**config.mk**
```make
export PLATFORM = sky130hd
export DESIGN_NAME = simon_sequence_engine
export DESIGN_NICKNAME = d
export VERILOG_FILES = /design/src/rtl/simon_pkg.sv /design/src/rtl/simon_lfsr16.sv /design/src/rtl/simon_sequence_engine.sv
export SDC_FILE = /design/constraint.sdc
export NUM_CORES = 1
export LEC_CHECK = 0
export BUFFER_PORTS_ARGS = -buffer_cell sky130_fd_sc_hd__buf_2
export CAP_MARGIN = 25
export CORE_ASPECT_RATIO = 1.75
export CORE_MARGIN = 5
export CORE_UTILIZATION = 57
export CTS_BUF_LIST = sky130_fd_sc_hd__clkbuf_8
export DETAILED_ROUTE_END_ITERATION = 10
export GPL_ROUTABILITY_DRIVEN = 0
export GPL_TIMING_DRIVEN = 0
export PLACE_DENSITY = 0.77
export SYNTH_ARGS = -nofsm -noshare
export SYNTH_HDL_FRONTEND = slang
export SYNTH_SLANG_ARGS = --single-unit
export TNS_END_PERCENT = 20
```
**constraint.sdc**
```tcl
create_clock -name clk -period 3.8 [get_ports clk]
set_input_delay 0.19 -clock clk [delete_from_list [all_inputs] [get_ports clk]]
set_output_delay 0.19 -clock clk [all_outputs]
set_load 0.005 [all_outputs]
```
**src/rtl/simon_pkg.sv**
```systemverilog
// Shared definitions for the SIMON sequence engine: colour codes, FSM states,
// and the button/storage to colour-code helpers.
package simon_pkg;

  localparam logic [3:0] C_NONE   = 4'd0;
  localparam logic [3:0] C_RED    = 4'd1;
  localparam logic [3:0] C_BLUE   = 4'd2;
  localparam logic [3:0] C_YELLOW = 4'd3;
  localparam logic [3:0] C_GREEN  = 4'd4;

  typedef enum logic [3:0] {
    S_IDLE  = 4'd0,
    S_ADD   = 4'd1,
    S_SHOW  = 4'd2,
    S_GAP   = 4'd3,
    S_INPUT = 4'd4,
    S_ECHO  = 4'd5,
    S_PAUSE = 4'd6,
    S_WIN   = 4'd7,
    S_LOSE  = 4'd8
  } state_e;

  // Simultaneous presses resolve red > blue > yellow > green.
  function automatic logic [3:0] btn_to_code(input logic u, input logic r,
                                             input logic d, input logic l);
    logic [3:0] code;
    if (u) begin
      code = C_RED;
    end else if (r) begin
      code = C_BLUE;
    end else if (d) begin
      code = C_YELLOW;
    end else if (l) begin
      code = C_GREEN;
    end else begin
      code = C_NONE;
    end
    return code;
  endfunction

  function automatic logic [3:0] seq_to_code(input logic [1:0] s);
    return {2'b00, s} + 4'd1;
  endfunction

endpackage

```
**src/rtl/simon_lfsr16.sv**
```systemverilog
// Free-running 16-bit Fibonacci LFSR, taps x^16+x^14+x^13+x^11+1.
module simon_lfsr16 #(
  parameter logic [15:0] SEED = 16'hACE1
) (
  input  logic        clk,
  input  logic        rst,
  output logic [15:0] lfsr_o
);

  logic [15:0] lfsr_q;
  logic [15:0] lfsr_d;

  assign lfsr_d = {lfsr_q[14:0], lfsr_q[15] ^ lfsr_q[13] ^ lfsr_q[12] ^ lfsr_q[10]};

  // Shift register, reloads the seed on reset.
  always_ff @(posedge clk or posedge rst) begin
    if (rst) begin
      lfsr_q <= SEED;
    end else begin
      lfsr_q <= lfsr_d;
    end
  end

  assign lfsr_o = lfsr_q;

endmodule

```
**src/rtl/simon_sequence_engine.sv**
```systemverilog
// SIMON game engine: grows a random colour sequence, plays it back on
// gColorNum, checks the player's echo and reports win/lose.
module simon_sequence_engine
  import simon_pkg::*;
#(
  parameter int          MAX_LEN       = 16,
  parameter int          SHOW_TICKS    = 4,
  parameter int          GAP_TICKS     = 2,
  parameter int          ECHO_TICKS    = 2,
  parameter int          TIMEOUT_TICKS = 40,
  parameter logic [15:0] LFSR_SEED     = 16'hACE1
) (
  input  logic       clk,
  input  logic       rst,
  input  logic       tick,
  input  logic       start,
  input  logic       btnu,
  input  logic       btnr,
  input  logic       btnd,
  input  logic       btnl,
  output logic [3:0] gColorNum,
  output logic [7:0] level,
  output logic       awaiting,
  output logic       win,
  output logic       lose
);

  localparam int IW = $clog2(MAX_LEN);
  localparam int LW = IW + 1;
  localparam int TW = 16;

  localparam logic [TW-1:0] SHOW_LAST = TW'(SHOW_TICKS - 1);
  localparam logic [TW-1:0] GAP_LAST  = TW'(GAP_TICKS - 1);
  localparam logic [TW-1:0] ECHO_LAST = TW'(ECHO_TICKS - 1);
  localparam logic [TW-1:0] TO_LAST   = TW'(TIMEOUT_TICKS - 1);

  state_e         state_q;
  logic [TW-1:0]  timer_q;
  logic [IW-1:0]  idx_q;
  logic [LW-1:0]  level_q;
  logic [3:0]     color_q;
  logic           awaiting_q;
  logic           win_q;
  logic           lose_q;
  logic [1:0]     seq_q [MAX_LEN];

  logic [15:0]    lfsr_s;
  logic           unused_lfsr_s;
  logic [TW-1:0]  tmr_last_s;
  logic           tmr_done_s;
  logic           press_s;
  logic [3:0]     press_code_s;
  logic [3:0]     exp_code_s;
  logic [3:0]     new_code_s;
  logic [3:0]     add_show_code_s;
  logic [3:0]     next_show_code_s;
  logic [IW-1:0]  idx_nxt_s;
  logic           idx_last_s;
  logic           level_full_s;

  simon_lfsr16 #(
    .SEED (LFSR_SEED)
  ) u_lfsr (
    .clk    (clk),
    .rst    (rst),
    .lfsr_o (lfsr_s)
  );

  assign unused_lfsr_s    = ^lfsr_s[15:2];
  assign press_s          = btnu | btnr | btnd | btnl;
  assign press_code_s     = btn_to_code(btnu, btnr, btnd, btnl);
  assign exp_code_s       = seq_to_code(seq_q[idx_q]);
  assign new_code_s       = seq_to_code(lfsr_s[1:0]);
  assign idx_nxt_s        = idx_q + IW'(1);
  assign next_show_code_s = seq_to_code(seq_q[idx_nxt_s]);
  assign idx_last_s       = (({1'b0, idx_q} + LW'(1)) == level_q);
  assign level_full_s     = (level_q == LW'(MAX_LEN));
  // The first colour of a fresh game is being written in ADD, so bypass the array.
  assign add_show_code_s  = (level_q == LW'(0)) ? new_code_s : seq_to_code(seq_q[0]);

  // Last tick count for the timed state currently active.
  always_comb begin
    tmr_last_s = '0;
    case (state_q)
      S_SHOW:          tmr_last_s = SHOW_LAST;
      S_GAP, S_PAUSE:  tmr_last_s = GAP_LAST;
      S_ECHO:          tmr_last_s = ECHO_LAST;
      S_INPUT:         tmr_last_s = TO_LAST;
      default:         tmr_last_s = '0;
    endcase
  end

  assign tmr_done_s = tick && (timer_q == tmr_last_s);

  // Sequence storage is deliberately not reset; level marks the valid entries.
  always_ff @(posedge clk) begin
    if (state_q == S_ADD) begin
      seq_q[level_q[IW-1:0]] <= lfsr_s[1:0];
    end
  end

  // Game FSM with registered outputs.
  always_ff @(posedge clk or posedge rst) begin
    if (rst) begin
      state_q    <= S_IDLE;
      timer_q    <= '0;
      idx_q      <= '0;
      level_q    <= '0;
      color_q    <= C_NONE;
      awaiting_q <= 1'b0;
      win_q      <= 1'b0;
      lose_q     <= 1'b0;
    end else begin
      case (state_q)
        S_IDLE, S_WIN, S_LOSE: begin
          if (start) begin
            state_q <= S_ADD;
            level_q <= '0;
            idx_q   <= '0;
            timer_q <= '0;
            color_q <= C_NONE;
            win_q   <= 1'b0;
            lose_q  <= 1'b0;
          end
        end
        S_ADD: begin
          if (level_q < LW'(MAX_LEN)) begin
            level_q <= level_q + LW'(1);
          end
          idx_q   <= '0;
          timer_q <= '0;
          color_q <= add_show_code_s;
          state_q <= S_SHOW;
        end
        S_SHOW: begin
          if (tmr_done_s) begin
            state_q <= S_GAP;
            timer_q <= '0;
            color_q <= C_NONE;
          end else if (tick) begin
            timer_q <= timer_q + TW'(1);
          end
        end
        S_GAP: begin
          if (tmr_done_s) begin
            timer_q <= '0;
            if (idx_last_s) begin
              idx_q      <= '0;
              awaiting_q <= 1'b1;
              state_q    <= S_INPUT;
            end else begin
              idx_q   <= idx_nxt_s;
              color_q <= next_show_code_s;
              state_q <= S_SHOW;
            end
          end else if (tick) begin
            timer_q <= timer_q + TW'(1);
          end
        end
        S_INPUT: begin
          // A press on the same clk as the final tick takes precedence over timeout.
          if (press_s) begin
            awaiting_q <= 1'b0;
            timer_q    <= '0;
            if (press_code_s == exp_code_s) begin
              color_q <= press_code_s;
              state_q <= S_ECHO;
            end else begin
              lose_q  <= 1'b1;
              state_q <= S_LOSE;
            end
          end else if (tmr_done_s) begin
            awaiting_q <= 1'b0;
            timer_q    <= '0;
            lose_q     <= 1'b1;
            state_q    <= S_LOSE;
          end else if (tick) begin
            timer_q <= timer_q + TW'(1);
          end
        end
        S_ECHO: begin
          if (tmr_done_s) begin
            timer_q <= '0;
            color_q <= C_NONE;
            if (!idx_last_s) begin
              idx_q      <= idx_nxt_s;
              awaiting_q <= 1'b1;
              state_q    <= S_INPUT;
            end else if (level_full_s) begin
              win_q   <= 1'b1;
              state_q <= S_WIN;
            end else begin
              state_q <= S_PAUSE;
            end
          end else if (tick) begin
            timer_q <= timer_q + TW'(1);
          end
        end
        S_PAUSE: begin
          if (tmr_done_s) begin
            timer_q <= '0;
            state_q <= S_ADD;
          end else if (tick) begin
            timer_q <= timer_q + TW'(1);
          end
        end
        default: begin
          state_q    <= S_IDLE;
          timer_q    <= '0;
          idx_q      <= '0;
          level_q    <= '0;
          color_q    <= C_NONE;
          awaiting_q <= 1'b0;
          win_q      <= 1'b0;
          lose_q     <= 1'b0;
        end
      endcase
    end
  end

  assign gColorNum = color_q;
  assign level     = 8'(level_q);
  assign awaiting  = awaiting_q;
  assign win       = win_q;
  assign lose      = lose_q;

endmodule

```
==> key figures <==
GRT
  • Global Route Usage Sum: 0.206
  • Vias in the first global route: 3311
  • First-pass GRT wire length: 15900 µm
  • Grt ovf: 0
  • Initial antenna violation count: 0
  • Largest net degree at the start of global routing: 28

Power and ir drop
  • Maximum vdd drop: 0.302 mV
  • Int Power: 1730 µW
  • Leakage: 0.00191 µW
  • Sequential Power Share: 0.363
  • Sw frac: 0.404
  • PnR Total Power: 2900 µW
  • Power Density: 594 mW/mm²
  • Clk pwr share: 0.209
  • Gate power share: 0.428
  • Net Switching: 1170 µW

Floorplanning
  • IO Count: 23
  • Die Y: 127 µm
  • Core Box Area: 0.00762 mm²
  • Rows: 42
  • Chip width: 76.9 µm
  • Initial Util: 0.585
  • Die Area: 0.00976 mm²

Synthesis
  • Synth Flop Type: dfrtp_1
  • Post-synth EDFFs: 32
  • Most common library cells after synthesis: nor2_1 (48), dfrtp_1 (43), nand2_1 (36)
  • Post-Syn Area: 0.00446 mm²
  • Average size of a mapped cell: 11.0 µm²
  • Synth area leader: dfrtp_1
  • Yosys warning count: 0
  • Asr flop ratio synth: 0.614
  • Cell with the most instances after synthesis: nor2_1
  • Distinct cells, synth: 62
  • Yosys reg bits: 83
  • Seq/Total Area, Yosys: 0.504
  • Mux cell area share after synthesis: 0.127
  • Post-synthesis adder-cell area fraction: 0.0224
  • Simple-gate share of the synthesized area: 0.159
  • Synth Area in XOR/XNOR: 0.0351
  • Largest family of logic cells by synthesized area: simple AND/OR/NAND/NOR gates
  • Compound-Gate Fraction of Synth Area: 0.115
  • Synth top area share: 0.241
  • Top area cells in the synthesized netlist: dfrtp_1 (24%), edfxtp_1 (22%), mux4_2 (9.6%), dfstp_2 (4.7%), nor2_1 (4.0%)
  • Syn Inst Count: 404

Placed design
  • DPL Wire Length: 7380 µm
  • Placed instance count: 514
  • DP Area: 0.00469 mm²
  • Pre-CTS setup slack: -0.227 ns
  • Port Buffers: 18

Final layout
  • Finished Cell Area: 0.00489 mm²
  • # diodes: 0
  • Final core occ: 0.642
  • P&R area growth vs syn: 9.65%
  • Finished Layout Cells: 530
  • Nets@finish: 453
  • Layout cells sized above 1: 0.186

STA
  • Worst Tran Pin Value: 0.812 ns
  • Fin worst setup slack: 0.311 ns
  • Slew Viols, Final: 0
  • Max-slew headroom: 0.456
  • RSZ-0062 raised after global routing: false
  • Fmax: 0.287 GHz
  • Fin. Hold Viols: 0
  • Endpoints failing setup: 0
  • Crit share post-route: 0.918
  • Clk_skew: 0.0104 ns
  • Min cycle time layout: 3.49 ns

Drt
  • DR WL/cell: 18.2 µm
  • DRC Markers: 0
  • Number of DRC markers in iteration 0: 245
  • DR vias/cell: 6.22
  • Antenna Nets Post-Route: 0
  • Detailed Route WL: 9650 µm
  • Total iterations of the first detailed-routing run: 5
  • Vias: 3299

Clocking
  • Setup bufs post-CTS: 0
  • CTS root buffer: clkbuf_8
  • CTS resizes: 0
  • H-tree depth: 3
  • TritonCTS clock tree: yes
  • Num CTS Buffers: 9
  • Longest Clk Path Bufs: 2
  • Clk sinks: 83
  • Clock Latency Late Sink: 0.37 ns
  • Worst-path clk slew: 0.09 ns

Setup path
  • Kind of critical path: reg -> reg
  • Required time worst endpoint: 4.06 ns
  • CP max stage cell: or4_4
  • Worst path cell trace: clkbuf_1, mux4_2, mux4_2, ha_1, nand3b_1, o22ai_1, a21oi_1, or4_4, mux2_4
  • Internal reg-to-reg setup slack: 0.31 ns
  • CP startpoint kind: flip-flop
  • Setup crit end kind: flip-flop
  • Arrival @ worst endpoint: 3.75 ns
  • Most used cell, CP: mux4_2
  • CP max stage delay: 0.58 ns
  • Crit Path Max Fanout: 10

Outcome
  • Outcome: finished, final reports clean

Run
  • Max cap viols: 0

Hold path
  • Hold crit path type: in -> reg
[layout make-up]
type	count	area, µm²
Buffer	24	118
Sequential cell	83	2250
Fill cell	602	2730
Timing Repair Buffer	20	120
Inverter	12	45.0
Clock inverter	7	68.8
Multi-Input combinational cell	287	2060
Tap cell	88	110
Clock buffer	9	124
[worst max-delay path, delay by kind of cell (launching register included)]
family,cells,cell delay [ns]
and+or+nand+nor,2,0.67
DFF,1,0.36
buffers and inverters,1,0.44
adders and majority gates,1,0.31
AOI/OAI and AO/OA,2,0.39
muxes,3,1.21
[layout by cell type (no fill, tap or decap), drive strengths merged, types with 4 or more instances in the layout]
| cell type | n |
|---|---|
| mux2i | 8 |
| nor3 | 12 |
| mux2 | 4 |
| dfstp | 8 |
| ha | 8 |
| edfxtp | 32 |
| a21oi | 13 |
| mux4 | 19 |
| inv | 16 |
| buf | 30 |
| nand2 | 36 |
| nand2b | 5 |
| xnor2 | 12 |
| dfrtp | 43 |
| clkbuf | 22 |
| conb | 4 |
| xor2 | 5 |
| o21ai | 30 |
| nand3 | 15 |
| nor2 | 48 |
| and3 | 8 |
[power by group through the flow]
stage	sequential [µW]	combinational, µW	clock [µW]
3_5_place_dp	1070	1230	0
4_1_cts	1050	1240	622
3_3_place_gp	1070	1190	0
6_report	1050	1240	608
5_1_grt	1070	1360	665
2_1_floorplan	1060	947	0
[layer usage]
metal	global-route usage	vias to the layer above	share of wire
met3	0.0345	23	0.037
met4	0.0875	0	0.028
li1	-	1547	-
met1	0.224	1620	0.37
met2	0.387	109	0.57
met5	0	-	0
[state kept, by name, indices dropped and copies added, names as in the netlist]
signal,count
awaiting,1
gColorNum,3
idx_q,4
level_q,5
lose,1
seq_q,32
state_q,4
timer_q,16
u_lfsr.lfsr_o,16
win,1
[cell families (layout without fill, tap and decap cells)]
kind of cell / count (synthesis) / after routing
other: 1 / 4
multiplexers: 31 / 31
AND/OR/NAND/NOR: 148 / 148
AO/OA/AOI/OAI: 79 / 79
buffers and inverters: 37 / 72
adder cells (fa/ha/maj): 8 / 8
XOR/XNOR: 17 / 17
flip-flops: 83 / 83
[stage by stage]
stage | TNS [ns] | hold WS (ns)
after floorplan | 0 | 0.317
after global placement | -0.285 | 0.336
after detailed placement | -0.673 | 0.278
after CTS | 0 | 0.0942
after global routing | 0 | 0.125
final | 0 | 0.113
[repair_timing]
| item | CTS | global route |
|---|---|---|
| hold buffers | 1 | 0 |
| setup endpoints to repair | 3 | 0 |
| endpoints found under the hold margin | 24 | 0 |
[final timing paths]
kind | from | to | depth (start not counted)
setup / recovery | idx_q[1] | gColorNum[0] | 9
max in group asynchronous | rst | u_lfsr.lfsr_o[7] | 4
hold reg to reg | u_lfsr.lfsr_o[8] | u_lfsr.lfsr_o[9] | 0
min in group asynchronous | rst | timer_q[7] | 3
hold / removal | tick | timer_q[0] | 3
setup reg to reg | idx_q[1] | gColorNum[0] | 9
(Power assumes the default switching activity.)
